**src/rtl/voltmeter_pkg.sv**
```systemverilog
// Shared definitions for the XADC voltmeter scan path.
// Contents:
//   N_CH_DEF      default number of scanned channels (VP/VN plus VAUX0..VAUX11)
//   state_e       scan sequencer state encoding
//   addr_table()  channel index -> XADC DRP status register address
package voltmeter_pkg;

    localparam int N_CH_DEF = 13;

    // Channel indices at or above this value have no DRP address.
    localparam logic [3:0] ADDR_CH_LIMIT = 4'd13;

    typedef enum logic [2:0] {
        ST_IDLE  = 3'd0,
        ST_REQ   = 3'd1,
        ST_WAIT  = 3'd2,
        ST_STORE = 3'd3,
        ST_GAP   = 3'd4
    } state_e;

    // ch0 is the dedicated VP/VN input (7'h03); ch1..ch12 map onto the
    // contiguous VAUX0..VAUX11 status registers starting at 7'h10.
    function automatic logic [6:0] addr_table(input logic [3:0] ch);
        logic [6:0] addr;
        if (ch == 4'd0) begin
            addr = 7'h03;
        end else if (ch < ADDR_CH_LIMIT) begin
            addr = 7'h0F + {3'b000, ch};
        end else begin
            addr = 7'h00;
        end
        return addr;
    endfunction

endpackage

```
**src/rtl/channel_bank.sv**
```systemverilog
// Register file holding the latest 12-bit conversion result per channel.
// Ports:
//   clk, rst          clock and synchronous active-high reset (clears every entry)
//   wr_en             write strobe
//   wr_addr, wr_data  write channel index and 12-bit result
//   rd_addr           read channel index
//   rd_data           registered read data; 0 for indices outside the bank
// A read and a write to the same entry in one cycle return the old contents.
module channel_bank
    import voltmeter_pkg::*;
#(
    parameter int N_CH = N_CH_DEF,
    parameter int DW   = 12
) (
    input  logic          clk,
    input  logic          rst,
    input  logic          wr_en,
    input  logic [3:0]    wr_addr,
    input  logic [DW-1:0] wr_data,
    input  logic [3:0]    rd_addr,
    output logic [DW-1:0] rd_data
);

    localparam logic [3:0] DEPTH = 4'(N_CH);

    logic [DW-1:0] mem_r [N_CH];
    logic [DW-1:0] rd_data_r;

    // Storage array: cleared on reset, single synchronous write port.
    always_ff @(posedge clk) begin
        if (rst) begin
            for (int i = 0; i < N_CH; i++) begin
                mem_r[i] <= {DW{1'b0}};
            end
        end else if (wr_en && (wr_addr < DEPTH)) begin
            mem_r[wr_addr] <= wr_data;
        end
    end

    // Registered read port; sees the array before any same-cycle write.
    always_ff @(posedge clk) begin
        if (rst) begin
            rd_data_r <= {DW{1'b0}};
        end else if (rd_addr < DEPTH) begin
            rd_data_r <= mem_r[rd_addr];
        end else begin
            rd_data_r <= {DW{1'b0}};
        end
    end

    assign rd_data = rd_data_r;

endmodule

```
**src/rtl/xadc_scan_sequencer.sv**
```systemverilog
// Walks the XADC voltmeter channels over the DRP, stores every 12-bit
// result in a channel bank and repeats after an idle gap.
// Ports:
//   clk, rst                 100 MHz clock, synchronous active-high reset
//   enable                   level; passes start and repeat while high
//   drp_den/dwe/daddr        DRP read request (dwe held at 0)
//   drp_do, drp_drdy         DRP read data and data-ready pulse
//   rd_ch, rd_data           registered random-access read of the bank
//   scan_done                one-cycle pulse in the STORE cycle of the last channel
//   timeout_flags            bit k set when the latest read of channel k timed out
//   busy                     high whenever the sequencer is not IDLE
module xadc_scan_sequencer
    import voltmeter_pkg::*;
#(
    parameter int N_CH     = N_CH_DEF,
    parameter int TIMEOUT  = 255,
    parameter int SCAN_GAP = 1000
) (
    input  logic            clk,
    input  logic            rst,
    input  logic            enable,
    output logic            drp_den,
    output logic            drp_dwe,
    output logic [6:0]      drp_daddr,
    input  logic [15:0]     drp_do,
    input  logic            drp_drdy,
    input  logic [3:0]      rd_ch,
    output logic [11:0]     rd_data,
    output logic            scan_done,
    output logic [N_CH-1:0] timeout_flags,
    output logic            busy
);

    localparam int WAIT_W = $clog2(TIMEOUT + 1);
    localparam int GAP_W  = $clog2(SCAN_GAP + 1);

    // WAIT lasts at most TIMEOUT cycles (counter 0..TIMEOUT-1).
    localparam logic [WAIT_W-1:0] WAIT_LAST = WAIT_W'(TIMEOUT - 1);
    // GAP holds for SCAN_GAP+1 cycles so a pass repeats every
    // N_CH*(2+d) + SCAN_GAP + 1 cycles.
    localparam logic [GAP_W-1:0]  GAP_LAST  = GAP_W'(SCAN_GAP);
    localparam logic [3:0]        CH_LAST   = 4'(N_CH - 1);

    state_e            state_r;
    state_e            state_next_s;
    logic [3:0]        ch_r;
    logic [3:0]        ch_next_s;
    logic [WAIT_W-1:0] wait_cnt_r;
    logic [GAP_W-1:0]  gap_cnt_r;
    logic              ok_r;
    logic [11:0]       data_r;
    logic [N_CH-1:0]   flags_r;
    logic              den_r;
    logic [6:0]        daddr_r;
    logic              scan_done_r;
    logic              busy_r;
    logic              bank_we_s;
    logic              unused_s;

    // Next-state and next-channel decode.
    always_comb begin
        state_next_s = state_r;
        ch_next_s    = ch_r;
        case (state_r)
            ST_IDLE: begin
                if (enable) begin
                    state_next_s = ST_REQ;
                    ch_next_s    = 4'd0;
                end else begin
                    state_next_s = ST_IDLE;
                end
            end
            ST_REQ: begin
                state_next_s = ST_WAIT;
            end
            ST_WAIT: begin
                // drdy is checked first so a reply on the last WAIT cycle still counts.
                if (drp_drdy) begin
                    state_next_s = ST_STORE;
                end else if (wait_cnt_r == WAIT_LAST) begin
                    state_next_s = ST_STORE;
                end else begin
                    state_next_s = ST_WAIT;
                end
            end
            ST_STORE: begin
                if (ch_r == CH_LAST) begin
                    state_next_s = ST_GAP;
                end else begin
                    state_next_s = ST_REQ;
                    ch_next_s    = ch_r + 4'd1;
                end
            end
            ST_GAP: begin
                if (gap_cnt_r == GAP_LAST) begin
                    if (enable) begin
                        state_next_s = ST_REQ;
                        ch_next_s    = 4'd0;
                    end else begin
                        state_next_s = ST_IDLE;
                    end
                end else begin
                    state_next_s = ST_GAP;
                end
            end
            default: begin
                state_next_s = ST_IDLE;
                ch_next_s    = 4'd0;
            end
        endcase
    end

    // State and channel index registers.
    always_ff @(posedge clk) begin
        if (rst) begin
            state_r <= ST_IDLE;
            ch_r    <= 4'd0;
        end else begin
            state_r <= state_next_s;
            ch_r    <= ch_next_s;
        end
    end

    // WAIT timeout counter and GAP counter; each is zero outside its state.
    always_ff @(posedge clk) begin
        if (rst) begin
            wait_cnt_r <= {WAIT_W{1'b0}};
            gap_cnt_r  <= {GAP_W{1'b0}};
        end else begin
            if (state_r == ST_WAIT) begin
                wait_cnt_r <= wait_cnt_r + WAIT_W'(1);
            end else begin
                wait_cnt_r <= {WAIT_W{1'b0}};
            end
            if (state_r == ST_GAP) begin
                gap_cnt_r <= gap_cnt_r + GAP_W'(1);
            end else begin
                gap_cnt_r <= {GAP_W{1'b0}};
            end
        end
    end

    // Capture the read outcome as WAIT exits; STORE acts on it next cycle.
    always_ff @(posedge clk) begin
        if (rst) begin
            ok_r   <= 1'b0;
            data_r <= 12'h000;
        end else if ((state_r == ST_WAIT) && (state_next_s == ST_STORE)) begin
            ok_r <= drp_drdy;
            if (drp_drdy) begin
                data_r <= drp_do[15:4];
            end
        end
    end

    // Per-channel timeout flags, updated in STORE.
    always_ff @(posedge clk) begin
        if (rst) begin
            flags_r <= {N_CH{1'b0}};
        end else if (state_r == ST_STORE) begin
            flags_r[ch_r] <= ~ok_r;
        end
    end

    // Registered DRP request and status outputs, derived from the next state
    // so they line up with the state they describe.
    always_ff @(posedge clk) begin
        if (rst) begin
            den_r       <= 1'b0;
            daddr_r     <= 7'h00;
            scan_done_r <= 1'b0;
            busy_r      <= 1'b0;
        end else begin
            den_r       <= (state_next_s == ST_REQ);
            if (state_next_s == ST_REQ) begin
                daddr_r <= addr_table(ch_next_s);
            end
            scan_done_r <= (state_next_s == ST_STORE) && (ch_r == CH_LAST);
            busy_r      <= (state_next_s != ST_IDLE);
        end
    end

    // A timed-out read leaves the bank entry untouched.
    assign bank_we_s = (state_r == ST_STORE) && ok_r;

    channel_bank #(
        .N_CH (N_CH),
        .DW   (12)
    ) u_bank (
        .clk     (clk),
        .rst     (rst),
        .wr_en   (bank_we_s),
        .wr_addr (ch_r),
        .wr_data (data_r),
        .rd_addr (rd_ch),
        .rd_data (rd_data)
    );

    // The four LSBs of the DRP word are below the 12-bit result.
    assign unused_s = ^drp_do[3:0];

    assign drp_den       = den_r;
    assign drp_dwe       = 1'b0;
    assign drp_daddr     = daddr_r;
    assign scan_done     = scan_done_r;
    assign timeout_flags = flags_r;
    assign busy          = busy_r;

endmodule

```
**config.mk**
```make
export PLATFORM = sky130hd
export DESIGN_NAME = xadc_scan_sequencer
export DESIGN_NICKNAME = d
export VERILOG_FILES = /design/src/rtl/voltmeter_pkg.sv /design/src/rtl/channel_bank.sv /design/src/rtl/xadc_scan_sequencer.sv
export SDC_FILE = /design/constraint.sdc
export NUM_CORES = 1
export LEC_CHECK = 0
export CAP_MARGIN = 20
export CELL_PAD_IN_SITES_DETAIL_PLACEMENT = 0
export CELL_PAD_IN_SITES_GLOBAL_PLACEMENT = 1
export CORE_UTILIZATION = 44
export DETAILED_ROUTE_END_ITERATION = 16
export PLACE_DENSITY = 0.73
export SYNTH_ARGS = -nofsm -noshare
export SYNTH_HDL_FRONTEND = slang
export SYNTH_HIERARCHICAL = 1
export SYNTH_SLANG_ARGS = --single-unit
```
**constraint.sdc**
```tcl
create_clock -name clk -period 2.5 [get_ports clk]
set_input_delay 0.375 -clock clk [delete_from_list [all_inputs] [get_ports clk]]
set_output_delay 0.375 -clock clk [all_outputs]
set_load 0.1 [all_outputs]
```
==> impl_metrics.ini, run 1 <==
[timing]
post-route-period-util = 0.936
hold_viol = 0
fin_skew_ns = 0.00842
setup_violations = 0
fmaxAchievable_mhz = 427
slew-limit-headroom = 0.397
worst_pin_slew_ns = 0.902
period_needed_ns = 2.34
maxSlewViolCount = 0
whs_ns = 0.406

[synth]
ys.flop_type = edfxtp_1
syn-cell-area_um2 = 10400
synth_area_leaders = edfxtp_1 45%, dfxtp_1 14%, and2_1 9.5%, mux2i_1 3.6%, mux4_2 2.8%
yosysWarnings = 6
syn_inst = 855
syn_avg_cell_area_um2 = 12.1
synth-async-reset-ratio = 0
synth_seq_cells = 227
synth-edff-count = 156
yosys.area.top_type = edfxtp_1
synth.distinct_cells = 67
synth_top_area_frac = 0.451
yosysSeqAreaShare = 0.588

[clock_tree]
cts.reportedPaths.clkPinSlew_ns = 0.06
clock_sinks = 227
htreeDepth = 1
cts-hold-fix-buffers = 0
numCtsBuffers = 26
cts_buffer_depth = 3
clock_latency_ns = 0.52
root_buffer = clkbuf_16
cts_tree = done

[detailed_routing]
wl_per_cell_um = 19.4
dr.pass1.iters = 4
antenna_left = 0
vias_per_cell = 5.25
via_count = 6557
wl_um = 24300
drtIter0Drc = 387
drcViolationCount = 0

[critical_path]
cp.required_ns = 2.90
arrival_ns = 2.74
cp_slowest_stage_delay_ns = 0.40
cp_max_fo = 5
critical_path.endpoint_type = register
critPathBufInv = 0
crit_family = simple AND/OR/NAND/NOR gates
r2r-end = drp_daddr[4]
worstReg2RegStart = gap_cnt_r[5]
endpoint = drp_daddr[4]
critPathKind = register to register
startpoint_type = register
cp_slowest_cell = dfxtp_1
crit_chain = and4_4, a41oi_2, or2_2, a22oi_1, ha_2, nand3b_4, nor2_1, a2111oi_1
crit_start = gap_cnt_r[5]
worstRegToRegCells = 8
path_depth = 8
r2r_slack_ns = 0.16

[placement]
port_buffers = 52
hpwlAfterDp_um = 16100
place.gp.congestion = 0.812

[grt]
antenna_found_initial = 2
grtUsageTotal = 0.204
grt_max_degree = 42
grt_pass1_wl_um = 37500
grt-ovfl-total = 0
grt_pass1_vias = 6720

[pwr]
power.leakage_nw = 4.49
p_clk_frac = 0.417
switchingPower_mw = 2.16
power_frac_seq = 0.483
p_int_mw = 6.66
vdd.ir_drop.worst_v = 0.000447
sw_frac_of_total = 0.245
power_mw = 8.82
powerDensity_nw_per_um2 = 731
p_comb_frac = 0.100

[floorplanning]
start_util = 0.453
core_um2 = 22900
die_h_um = 156
io_pins = 60
num_rows = 55
die_w_um = 156
fp.dieArea_um2 = 24200

[final_layout]
layout_common_cells = 157 x and2_1, 156 x edfxtp_1, 73 x buf_4, 69 x nor2_1, 69 x dfxtp_1
area_growth_pct = 16.2
drive_gt1_frac = 0.188
final_common_cell = and2_1
utilization = 0.526
layout.nets = 950

[min_path]
hold_class = input pin to register

[run_status]
run_status = finished clean

[run]
maxCapViolCount = 0
-- logic make-up (layout without fill, tap and decap cells) --
| logic type | count (synthesis) | in the layout | synth area share |
|---|---|---|---|
| AOI/OAI and AO/OA | 104 | 104 | 0.0747 |
| and+or+nand+nor | 367 | 367 | 0.198 |
| buffers and inverters | 71 | 150 | 0.0357 |
| adders and majority gates | 9 | 9 | 0.0108 |
| muxes | 62 | 62 | 0.0808 |
| xor gates and xnor gates | 14 | 14 | 0.0118 |
| DFF | 227 | 227 | 0.588 |
| other | 1 | 4 | 0.000361 |
-- how the worst min path moves through the flow --
stage | from | to | cells past startpoint
floorplan | gap_cnt_r[0] | gap_cnt_r[0] | 1
global route | drp_do[12] | data_r[8] | 3
finish | drp_do[12] | data_r[8] | 3
CTS | drp_do[12] | data_r[8] | 3
global placement | drp_daddr[0] | drp_daddr[0] | 2
detailed placement | drp_daddr[1] | drp_daddr[1] | 2
-- sequential cells by signal, indices dropped and copies added (netlist names) --
register	cells
ok_r	1
gap_cnt_r	10
timeout_flags	13
drp_daddr	5
u_bank/rd_data	12
busy	1
wait_cnt_r	8
ch_r	4
drp_den	1
scan_done	1
data_r	12
u_bank/mem_r	156
state_r	3
-- Yosys cell counts (3+ instances only) --
| master | number |
|---|---|
| mux4_2 | 13 |
| nor2b_1 | 5 |
| dfxtp_1 | 71 |
| mux2_4 | 11 |
| ha_1 | 9 |
| nand2_1 | 41 |
| xor2_1 | 10 |
| mux2i_1 | 37 |
| and2_1 | 157 |
| nor3_1 | 7 |
| or2_2 | 15 |
| edfxtp_1 | 156 |
| buf_4 | 7 |
| inv_1 | 9 |
| a311oi_1 | 8 |
| buf_6 | 3 |
| nand2b_1 | 22 |
| nand3_1 | 26 |
| o21ai_1 | 12 |
| a221oi_2 | 11 |
| a22oi_1 | 12 |
| buf_2 | 8 |
| a211oi_1 | 5 |
| nor2_1 | 69 |
| a21oi_1 | 32 |
| clkbuf_1 | 40 |
| o21ai_0 | 4 |
| xnor2_1 | 4 |
| and3_1 | 6 |
-- power groups by stage --
stage / Combinational [mW] / Clock (mW) / Sequential, mW
global route: 0.932 / 3.91 / 4.27
floorplan: 0.418 / 0 / 4.54
CTS: 0.887 / 3.74 / 4.26
finish: 0.881 / 3.68 / 4.26
detailed placement: 0.884 / 0 / 4.34
global placement: 0.872 / 0 / 4.33
-- per-layer routing --
layer | global-route usage | vias up | part of all wire
met3 | 0.0336 | 34 | 0.056
li1 | - | 3153 | -
met1 | 0.267 | 3210 | 0.44
met2 | 0.351 | 160 | 0.49
met4 | 0.0495 | 0 | 0.016
met5 | 0 | - | 0
-- layout make-up --
class	count	area (um2)
Inverter	9	33.8
Sequential cell	227	6110
Tap cell	313	392
Antenna cell	1	2.50
Multi-Input combinational cell	559	3920
Timing Repair Buffer	94	774
Clock buffer	41	778
Fill cell	1995	10900
Clock inverter	6	55.1
-- worst min-delay path, cell delays in order --
cell	delay (ns)
clkdlybuf4s50_1	0.40
nand2_1	0.06
a21oi_1	0.05
-- repair_timing --
item / in CTS / in global routing
setup endpoints to repair: 0 / 2
setup buffers: 0 / 2
resized for setup: 0 / 1
-- metrics by stage --
step | setup WS, ns | instances | setup TNS, ns | cell area [um2]
global placement | -0.0896 | 1199 | -0.154 | 11200
floorplan | 0.112 | 857 | 0 | 10400
finish | 0.161 | 1250 | 0 | 12100
CTS | 0.128 | 1247 | 0 | 12000
global route | -0.00233 | 1249 | -0.00233 | 12100
detailed placement | -0.159 | 1200 | -0.312 | 11200
Power figures use the tool's default switching activity.
==> run 2: changes to the inputs <==
--- a/config.mk
+++ b/config.mk
@@ -8,10 +8,10 @@
 export CAP_MARGIN = 20
 export CELL_PAD_IN_SITES_DETAIL_PLACEMENT = 0
 export CELL_PAD_IN_SITES_GLOBAL_PLACEMENT = 1
-export CORE_UTILIZATION = 44
+export CORE_UTILIZATION = 47
+export CTS_BUF_LIST = sky130_fd_sc_hd__clkbuf_2 sky130_fd_sc_hd__clkbuf_4 sky130_fd_sc_hd__clkbuf_8
 export DETAILED_ROUTE_END_ITERATION = 16
-export PLACE_DENSITY = 0.73
+export PLACE_DENSITY = 0.75
 export SYNTH_ARGS = -nofsm -noshare
 export SYNTH_HDL_FRONTEND = slang
-export SYNTH_HIERARCHICAL = 1
 export SYNTH_SLANG_ARGS = --single-unit
==> run 2 against run 1 <==
Against the previous run:
- wire length grew 5.4%
- register-to-register slack gained 0.03 ns
- clock-buffer cell count grew 27
- critical path type unchanged
- largest power group unchanged
==> impl_metrics.ini, run 2 <==
[clock_tree]
cts.reportedPaths.clkPinSlew_ns = 0.06
clock_sinks = 263
htreeDepth = 2
cts_buffer_depth = 3
numCtsBuffers = 42
clock_latency_ns = 0.55
cts_tree = done
root_buffer = clkbuf_8

[synth]
yosysSeqAreaShare = 0.627
syn-cell-area_um2 = 11500
synth_seq_cells = 263
synth_top_area_frac = 0.503
synth-edff-count = 192
yosysWarnings = 0
syn_inst = 832
ys.flop_type = edfxtp_1
yosys.area.top_type = edfxtp_1
synth.distinct_cells = 59
synth-async-reset-ratio = 0
syn_avg_cell_area_um2 = 13.8
synth_area_leaders = edfxtp_1 50%, dfxtp_1 12%, mux4_2 12%, and2_1 8.7%, nor2_1 1.9%
synth_commonest_cells = 192 x edfxtp_1, 160 x and2_1, 71 x dfxtp_1, 60 x mux4_2, 57 x nor2_1
yosysMostFrequentCell = edfxtp_1

[final_layout]
layout_common_cells = 192 x edfxtp_1, 160 x and2_1, 76 x buf_4, 68 x dfxtp_1, 60 x mux4_2
drive_gt1_frac = 0.250
largest_register_ffs = 192
utilization = 0.560
final_common_cell = edfxtp_1
finalInstanceArea_um2 = 13300
layout.nets = 948
area_growth_pct = 15.8
antenna_cells = 0
fin_cells = 1268
top_register = u_bank.mem_r

[placement]
pre_cts_ws_ns = -0.0864
hpwlAfterDp_um = 17000
placed_cell_area_um2 = 12400
dp.cells = 1189
place.gp.congestion = 0.782
port_buffers = 52

[timing]
hold_viol = 0
fin_ws_ns = 0.189
rsz0062_at_grt = no
tns_ns = 0
setup_violations = 0
slew-limit-headroom = 0.515
fin_skew_ns = 0.0244
post-route-period-util = 0.924
whs_ns = 0.376
fmaxAchievable_mhz = 433
maxSlewViolCount = 0
period_needed_ns = 2.31
worst_pin_slew_ns = 0.725

[floorplanning]
die_h_um = 158
start_util = 0.484
core_um2 = 23700
io_pins = 60
die_w_um = 158
fp.dieArea_um2 = 25000
num_rows = 56

[pwr]
vdd.ir_drop.worst_v = 0.000516
powerDensity_nw_per_um2 = 715
power.leakage_nw = 4.76
power_mw = 9.49

[critical_path]
cp_slowest_cell = or3b_1
arrival_ns = 2.72
critPathKind = register to register
cp_max_fo = 7
cp_slowest_stage_delay_ns = 0.44
startpoint_type = register
cp.required_ns = 2.91
crit_chain = or3b_1, a31oi_2, or4_4, nand2b_1, ha_1, and3_1, nor2b_1, a311o_1
critPathBufInv = 0
crit_family = simple AND/OR/NAND/NOR gates
critical_path.endpoint_type = register

[min_path]
hold_class = input pin to register

[detailed_routing]
drcViolationCount = 0
drtIter0Drc = 454
via_count = 6891
antenna_left = 0
vias_per_cell = 5.43
dr.pass1.iters = 4
wl_um = 25600
wl_per_cell_um = 20.2

[grt]
grt_pass1_wl_um = 39800
grt-ovfl-total = 0
grt_most_used_layer = met2
grtUsageMet3 = 0.0378
met2_usage = 0.385
grt_max_degree = 35
grtUsageTotal = 0.216
grtUsageMet1 = 0.269
grt_pass1_vias = 7176
antenna_found_initial = 0

[run_status]
run_status = finished clean

[run]
maxCapViolCount = 0
[run 2: cell count changes after synthesis, sizes merged, moves of 12 or more]
cell | previous run | this run
nor2 | 69 | 57
edfxtp | 156 | 192
mux2i | 37 | 1
mux2 | 12 | 0
nor3 | 8 | 24
nand2b | 22 | 4
mux4 | 13 | 60
[run 2: final timing paths]
path | from | endpoint | slack [ns] | depth (start not counted)
worst max register to register | state_r[2] | drp_daddr[4] | 0.19 | 8
worst min-delay path | drp_do[8] | data_r[4] | 0.38 | 3
worst max-delay path | state_r[2] | drp_daddr[4] | 0.19 | 8
worst min register to register | wait_cnt_r[0] | wait_cnt_r[0] | 0.47 | 1
[run 2: repair_timing]
action | 4_1_cts | 5_1_grt
hold buffers | 0 | 0
buffers inserted | 0 | 0
endpoints found under the setup margin | 0 | 25
resized for setup | 0 | 6
[run 2: layout make-up]
type	instances	area (um2)
clock inverters	10	50.0
flip-flops and latches	263	7190
repair buffers	99	831
inverters	10	37.5
clock buffers	68	805
fillers	1998	10400
multi-input cells	499	3960
well taps	319	399
[run 2: layer usage]
| layer | vias to the layer above | wire length (um) |
|---|---|---|
| li1 | 3187 | - |
| met1 | 3482 | 10400 |
| met2 | 184 | 13400 |
| met3 | 38 | 1250 |
| met4 | 0 | 499 |
| met5 | - | 0 |
[run 2: cell families after synthesis]
group	after synthesis	share of synthesized area
xor+xnor	11	0.0100
simple gates	351	0.168
buf+inv	72	0.0286
compound gates	64	0.0370
mux	61	0.119
other cells	1	0.000327
fa+ha+maj	9	0.00983
flops	263	0.627
[run 2: power by group]
part / internal, mW / switching [mW]
Clock: 2.04 / 1.64
Combinational: 0.319 / 0.596
Sequential: 4.81 / 0.0868
[run 2: worst reg2reg max path, stage by stage (launching register included)]
cell,delay (ns)
dfxtp_1,0.41
or3b_1,0.44
a31oi_2,0.22
or4_4,0.17
nand2b_1,0.07
ha_1,0.25
and3_1,0.19
nor2b_1,0.14
a311o_1,0.31
